`config.mk`:
```
export PLATFORM = sky130hd
export DESIGN_NAME = shift_button_conditioner
export DESIGN_NICKNAME = d
export VERILOG_FILES = /design/src/rtl/shift_button_conditioner.sv
export SDC_FILE = /design/constraint.sdc
export NUM_CORES = 1
export LEC_CHECK = 0
export ABC_AREA = 1
export CORE_MARGIN = 2
export CORE_UTILIZATION = 35
export DETAILED_ROUTE_END_ITERATION = 7
export PLACE_DENSITY = 0.49
export SYNTH_ARGS = -nofsm -noshare
export SYNTH_HDL_FRONTEND = slang
export SYNTH_SLANG_ARGS = --single-unit
```
`constraint.sdc`:
```
create_clock -name clk -period 3 [get_ports clk]
set_input_delay 0.9 -clock clk [delete_from_list [all_inputs] [get_ports clk]]
set_output_delay 0.9 -clock clk [all_outputs]
set_load 0.01 [all_outputs]
```
`src/rtl/shift_button_conditioner.sv`:
```
`default_nettype none
// ============================================================================
// Module      : shift_button_conditioner
// Description : Conditions the raw left/right push buttons that feed the
//               programmable blinker's shift_left / shift_right controls.
//               Each channel is synchronised (2 flops), debounced, turned
//               into a single-cycle press pulse and optionally auto-repeated
//               while held. Pulses on both channels are suppressed while both
//               buttons are held at once.
// Ports       : clk         - system clock, rising edge
//               reset       - synchronous active-high reset
//               btn_left    - raw asynchronous left button, 1 = pressed
//               btn_right   - raw asynchronous right button, 1 = pressed
//               repeat_en   - 1 = auto-repeat while a button is held
//               shift_left  - one-cycle pulse per left press / repeat
//               shift_right - one-cycle pulse per right press / repeat
//               left_held   - debounced left level
//               right_held  - debounced right level
// Revision    : 1.0 - initial release
// ============================================================================
module shift_button_conditioner #(
    parameter int DEBOUNCE_CYCLES = 16,
    parameter int REPEAT_DELAY    = 64,
    parameter int REPEAT_PERIOD   = 16,
    parameter int CNT_WIDTH       = 8
) (
    input  logic clk,
    input  logic reset,
    input  logic btn_left,
    input  logic btn_right,
    input  logic repeat_en,
    output logic shift_left,
    output logic shift_right,
    output logic left_held,
    output logic right_held
);

    typedef enum logic [1:0] {
        ST_IDLE   = 2'd0,
        ST_DELAY  = 2'd1,
        ST_REPEAT = 2'd2
    } state_e;

    // Counters run down to zero; loading N-1 makes the event land N edges
    // after the load edge.
    localparam logic [CNT_WIDTH-1:0] C_DEB_LAST    = CNT_WIDTH'(DEBOUNCE_CYCLES - 1);
    localparam logic [CNT_WIDTH-1:0] C_DELAY_LOAD  = CNT_WIDTH'(REPEAT_DELAY - 1);
    localparam logic [CNT_WIDTH-1:0] C_PERIOD_LOAD = CNT_WIDTH'(REPEAT_PERIOD - 1);
    localparam logic [CNT_WIDTH-1:0] C_ONE         = CNT_WIDTH'(1);
    localparam logic [CNT_WIDTH-1:0] C_ZERO        = '0;

    // Index 0 = left channel, index 1 = right channel.
    logic [1:0] w_btn_raw;
    logic [1:0] w_held_next;
    logic [1:0] w_held_now;
    logic [1:0] w_pulse;
    logic       w_both_held;

    assign w_btn_raw = {btn_right, btn_left};

    // Conflict is judged on the levels that will hold after this edge, so a
    // simultaneous press on both channels is suppressed on its very first edge
    // and a release re-enables the other channel on the release edge itself.
    assign w_both_held = &w_held_next;

    generate
        for (genvar i = 0; i < 2; i++) begin : g_chan
            logic                 sync1_q;
            logic                 sync2_q;
            logic                 held_q;
            logic                 held_d;
            logic [CNT_WIDTH-1:0] deb_cnt_q;
            logic [CNT_WIDTH-1:0] deb_cnt_d;
            state_e               state_q;
            state_e               state_d;
            logic [CNT_WIDTH-1:0] rep_cnt_q;
            logic [CNT_WIDTH-1:0] rep_cnt_d;
            logic                 pulse_q;
            logic                 pulse_d;
            logic                 w_rise;
            logic                 w_fall;
            logic                 w_fire;

            always_ff @(posedge clk) begin
                if (reset) begin
                    sync1_q   <= 1'b0;
                    sync2_q   <= 1'b0;
                    held_q    <= 1'b0;
                    deb_cnt_q <= C_ZERO;
                    state_q   <= ST_IDLE;
                    rep_cnt_q <= C_ZERO;
                    pulse_q   <= 1'b0;
                end else begin
                    sync1_q   <= w_btn_raw[i];
                    sync2_q   <= sync1_q;
                    held_q    <= held_d;
                    deb_cnt_q <= deb_cnt_d;
                    state_q   <= state_d;
                    rep_cnt_q <= rep_cnt_d;
                    pulse_q   <= pulse_d;
                end
            end

            // Debounce: the level flips only after DEBOUNCE_CYCLES consecutive
            // edges of disagreement; any agreeing edge restarts the count.
            always_comb begin
                held_d    = held_q;
                deb_cnt_d = C_ZERO;
                if (sync2_q != held_q) begin
                    if (deb_cnt_q == C_DEB_LAST) begin
                        held_d = ~held_q;
                    end else begin
                        deb_cnt_d = deb_cnt_q + C_ONE;
                    end
                end
            end

            assign w_rise = held_d & ~held_q;
            assign w_fall = ~held_d & held_q;

            // Press / auto-repeat FSM. w_fire marks the edge a pulse is due;
            // the pulse itself is registered so outputs carry no input path.
            always_comb begin
                state_d   = state_q;
                rep_cnt_d = rep_cnt_q;
                w_fire    = 1'b0;
                if (w_fall) begin
                    state_d   = ST_IDLE;
                    rep_cnt_d = C_ZERO;
                end else begin
                    case (state_q)
                        ST_IDLE: begin
                            if (w_rise) begin
                                w_fire    = 1'b1;
                                rep_cnt_d = C_DELAY_LOAD;
                                state_d   = ST_DELAY;
                            end
                        end
                        ST_DELAY: begin
                            // Delay keeps counting regardless of repeat_en;
                            // once expired it waits at zero for repeat_en.
                            if (rep_cnt_q != C_ZERO) begin
                                rep_cnt_d = rep_cnt_q - C_ONE;
                            end else if (repeat_en) begin
                                w_fire    = 1'b1;
                                rep_cnt_d = C_PERIOD_LOAD;
                                state_d   = ST_REPEAT;
                            end
                        end
                        ST_REPEAT: begin
                            // repeat_en low freezes the count so the period
                            // resumes where it left off.
                            if (repeat_en) begin
                                if (rep_cnt_q == C_ZERO) begin
                                    w_fire    = 1'b1;
                                    rep_cnt_d = C_PERIOD_LOAD;
                                end else begin
                                    rep_cnt_d = rep_cnt_q - C_ONE;
                                end
                            end
                        end
                        default: begin
                            state_d   = ST_IDLE;
                            rep_cnt_d = C_ZERO;
                        end
                    endcase
                end
            end

            always_comb begin
                pulse_d = w_fire & ~w_both_held;
            end

            assign w_held_next[i] = held_d;
            assign w_held_now[i]  = held_q;
            assign w_pulse[i]     = pulse_q;
        end
    endgenerate

    assign shift_left  = w_pulse[0];
    assign shift_right = w_pulse[1];
    assign left_held   = w_held_now[0];
    assign right_held  = w_held_now[1];

endmodule
`default_nettype wire

```
### After elaboration in Yosys (flattened, before gate mapping)

Index checks and enable logic that the tools add are counted.

* register bits: 44
* latch bits: 0
* bits in writable memories: 0
* memory bits (read-only): 0
* input port bits: 5
* output and inout port bits: 4
* memories: 0

* $add $sub $neg: 4
* multipliers: 0
* divide/modulo/power cells: 0
* order comparisons: 0
* eq/ne operators: 18
* shift-type cells: 0
* multiplexer cells: 35
* bitwise logic cells: 15
* reductions and logical operators: 15

Operators by type and width (number)
* $mux 8: 9
* $pmux 8 s3: 2
* $add 8x1->8 const B: 2
* $eq 8x4->1 const B: 2
* $logic_not 8->1: 2
* $ne 2x2->1 const B: 8
* $reduce_bool 8->1: 2
* $sub 8x1->8 const B: 2
* $mux 1: 15
* $pmux 2 s3: 2
* $mux 2: 5
* $not 1->1: 9
* $reduce_and 4->1: 2
* $and 1x1->1: 6
* $ne 3x3->1 const B: 2
* $pmux 1 s3: 2
* $reduce_and 3->1: 2
* $reduce_or 3->1: 2
* $eq 2x1->1 const B: 2
* $eq 2x2->1 const B: 2
* $logic_not 2->1: 2
* $reduce_or 2->1: 2
* $ne 1x1->1: 2
* $reduce_and 2->1: 1

### Longest topological paths before layout

* depth in word-level cells: 8
* mapped depth: 11

### Least setup slack after synthesis

Ideal clock, no wire load.

* path kind: in2reg
* start point: input reset
* end point: register g_chan[1].rep_cnt_q[5]
* library setup time: 0.116 ns
* arrival time: 1.625 ns
* path slack: 1.259 ns
* stages on the path: 6
* cells stage by stage: clkbuf_1 > inv_1 > nand2_1 > clkinv_1 > o21ai_0 > nor2_1

* longest elaborated chain between the ends: 1

RTL lines
* start, declared: RTL line 28 `input logic reset,`
* $reduce_or 2->1 (no line)
* end signal, assigned: RTL line 99 `rep_cnt_q <= rep_cnt_d;`
* end, declared: RTL line 76 `logic [CNT_WIDTH-1:0] rep_cnt_q;`

No other way between the ends.
A chain may end at the register's enable or synchronous reset.

### Worst setup path in the final report

* start point: register g_chan[0].held_q, in the netlist left_held
* end point: output left_held

RTL lines
* start, declared: RTL line 70 `logic held_q;`
* start signal, assigned: RTL line 96 `held_q <= held_d;`
* end, declared: RTL line 34 `output logic left_held,`

No word-level cell between the ends.

==> metrics.cfg <==
[clock_tree]
insertion_delay_ns=0.30
cts.sinks=44
cts_tree=built
hold_buffers=0
h-tree-depth=2
path_clk_slew_ns=0.09
postCtsSetupBuffers=0
clk_path_buf_depth=2
cts_root_buf=clkbuf_8
numCtsBuffers=5
cts-resized-gates=0

[setup_path]
crit_fanout=4
arrival_ns=1.25
slowest_delay_ns=0.56
crit_path_end_kind=output pin
path_delay_family=buffers and inverters
cp.depth=1
rr_worst_depth=10
slowest_stage=clkdlybuf4s50_1
crit_type=reg -> out
cp_cell_sequence=clkdlybuf4s50_1
crit_buf_inv=1
crit_required_ns=2.10
startpoint_type=register

[finish]
regArea_sq_um=880.8
syn2layout_area_growth_pct=12.85
antennaDiodeCount=0
fillers=683
final_common_cell=nand2_1
final_nets=383
drive_above_1_share=0.07507
final_cells=450
multiInputGateArea_sq_um=1242
mostFrequentLayoutCells=83 x nand2_1, 82 x nor2_1, 48 x inv_1

[die]
die_x_microns=85.54
die_height_microns=85.54
rows=29
dieArea_sq_um=7317
initial_utilization=0.3644
core-area_sq_um=6386
boundaryPins=9

[sta]
setup_viol=0
fin_crit_sh=0.7157
clock_skew_ns=0.009951
rsz0062_at_grt=false
setup_slack_ns=0.8529
max_slew_margin=0.7214
worstMarginPinSlew_ns=0.4178
setup_tns_ns=0
fmax_ghz=0.4657
hold_viol=0
slew_viol_final=0
min_period_ns=2.147

[yosys]
seq_area_frac_synth=0.3785
ys_types=25
yosysWarnings=0
synth-seq-cells=44
syn_inst=358
synth_area_sq_um=2327
syn-num-nets=369
syn_avg_cell_area_sq_um=6.501

[placement]
place_congestion=0.8413
placedCellCount=442
io_buffers=8
dp_hpwl_microns=3437
place_ws_ns=0.6163

[global_routing]
overflow=0
grt_max_degree=14
first_global_vias=1823
grt_first_pass_wirelength_microns=7921
antenna_found_initial=0
track_usage=0.1347

[drt]
vias_per_cell=4.493
route.antenna.remaining_nets=0
vias=2022
first_pass_iters=4
totalWireLength_microns=4575
drtIter0Drc=107
drc=0
wl_per_cell_microns=10.17

[worst_hold_path]
hold_class=reg -> reg
min_delay_path_depth=2

[job]
maxCapViolCount=0

[pwr]
cellPowerDensity_nw_per_um2=426.1
p_leak_nw=1.259
peakVddDrop_uv=228.0
power.total_mw=1.119

[outcome]
status=completed

metrics by stage:
| step | cell area (sq um) | hold slack (ns) | util |
|---|---|---|---|
| after floorplan | 2327 | 0.3883 | - |
| final | 2626 | 0.4025 | 0.4112 |
| after detailed placement | 2500 | 0.3938 | 0.3915 |
| after global routing | 2626 | 0.4184 | 0.4112 |
| after CTS | 2626 | 0.4064 | 0.4112 |
| after global placement | 2500 | 0.3911 | 0.3915 |
sequential cells by signal (all words and copies together) (netlist names):
signal / count
g_chan.deb_cnt_q: 16
g_chan.rep_cnt_q: 16
g_chan.state_q: 4
g_chan.sync1_q: 2
g_chan.sync2_q: 2
left_held: 1
right_held: 1
shift_left: 1
shift_right: 1
cells in the mapped netlist:
master	number	area [sq um]
nand2_1	83	311.6
nor2_1	82	307.8
inv_1	48	180.2
dfxtp_1	44	880.8
nand3_1	30	150.1
a21oi_1	13	65.06
o21ai_0	10	50.05
ha_1	6	75.07
nor3_1	5	25.02
xor2_1	5	43.79
nand4_1	4	25.02
xnor2_1	4	35.03
inv_2	3	11.26
nand2_4	3	33.78
nor2_4	3	33.78
or2_2	3	18.77
nand2_2	2	12.51
nor2_2	2	12.51
o21ai_2	2	17.52
a21boi_0	1	7.510
clkbuf_1	1	3.750
clkinv_1	1	3.750
clkinv_2	1	5.000
nand3_2	1	10.01
nand3b_1	1	7.510
power breakdown:
group	total (mW)	internal [mW]	switching [mW]	leakage, nW
Combinational	0.0250	0.00961	0.0154	0.839
Sequential	0.589	0.587	0.00191	0.355
Clock	0.505	0.294	0.211	0.0645
Total	1.12	0.890	0.229	1.26
layer usage:
layer	vias to the layer above	global-route usage	share of wire
li1	1126	-	-
met1	873	0.1832	0.54
met2	18	0.2109	0.42
met3	5	0.03272	0.027
met4	0	0.04329	0.013
met5	-	0	0
final cells by class:
cell class              instances  share of cell area
inverters                      53             0.07623
clock inverters                 1             0.01143
flip-flops and latches         44              0.3354
well taps                      77             0.03668
clock buffers                   7             0.03668
multi-input cells             260              0.4731
repair buffers                  8             0.03049
logic make-up after synthesis:
| logic type | Yosys count | share of synthesized area |
|---|---|---|
| AOI/OAI and AO/OA | 26 | 0.06022 |
| xor gates and xnor gates | 9 | 0.03387 |
| adders and majority gates | 6 | 0.03226 |
| and+or+nand+nor | 219 | 0.4075 |
| DFF | 44 | 0.3785 |
| buffers and inverters | 54 | 0.08763 |
tightest hold or removal path, cell delays in order (launching register included):
cell and delay, ns:
dfxtp_1 0.30, inv_1 0.04, nor2_1 0.03
path summary, 6_finish.rpt:
path                                          start                                   to  slack, ns
hold / removal         g_chan[1].sync1_q$_SDFF_PP0_         g_chan[1].sync2_q$_SDFF_PP0_       0.40
setup / recovery               left_held$_SDFF_PP0_                            left_held       0.85
setup reg to reg  g_chan[1].deb_cnt_q[0]$_SDFF_PP0_  g_chan[1].rep_cnt_q[5]$_SDFFE_PP0P_       1.38
hold reg to reg        g_chan[1].sync1_q$_SDFF_PP0_         g_chan[1].sync2_q$_SDFF_PP0_       0.40
Power figures use the tool's default switching activity.
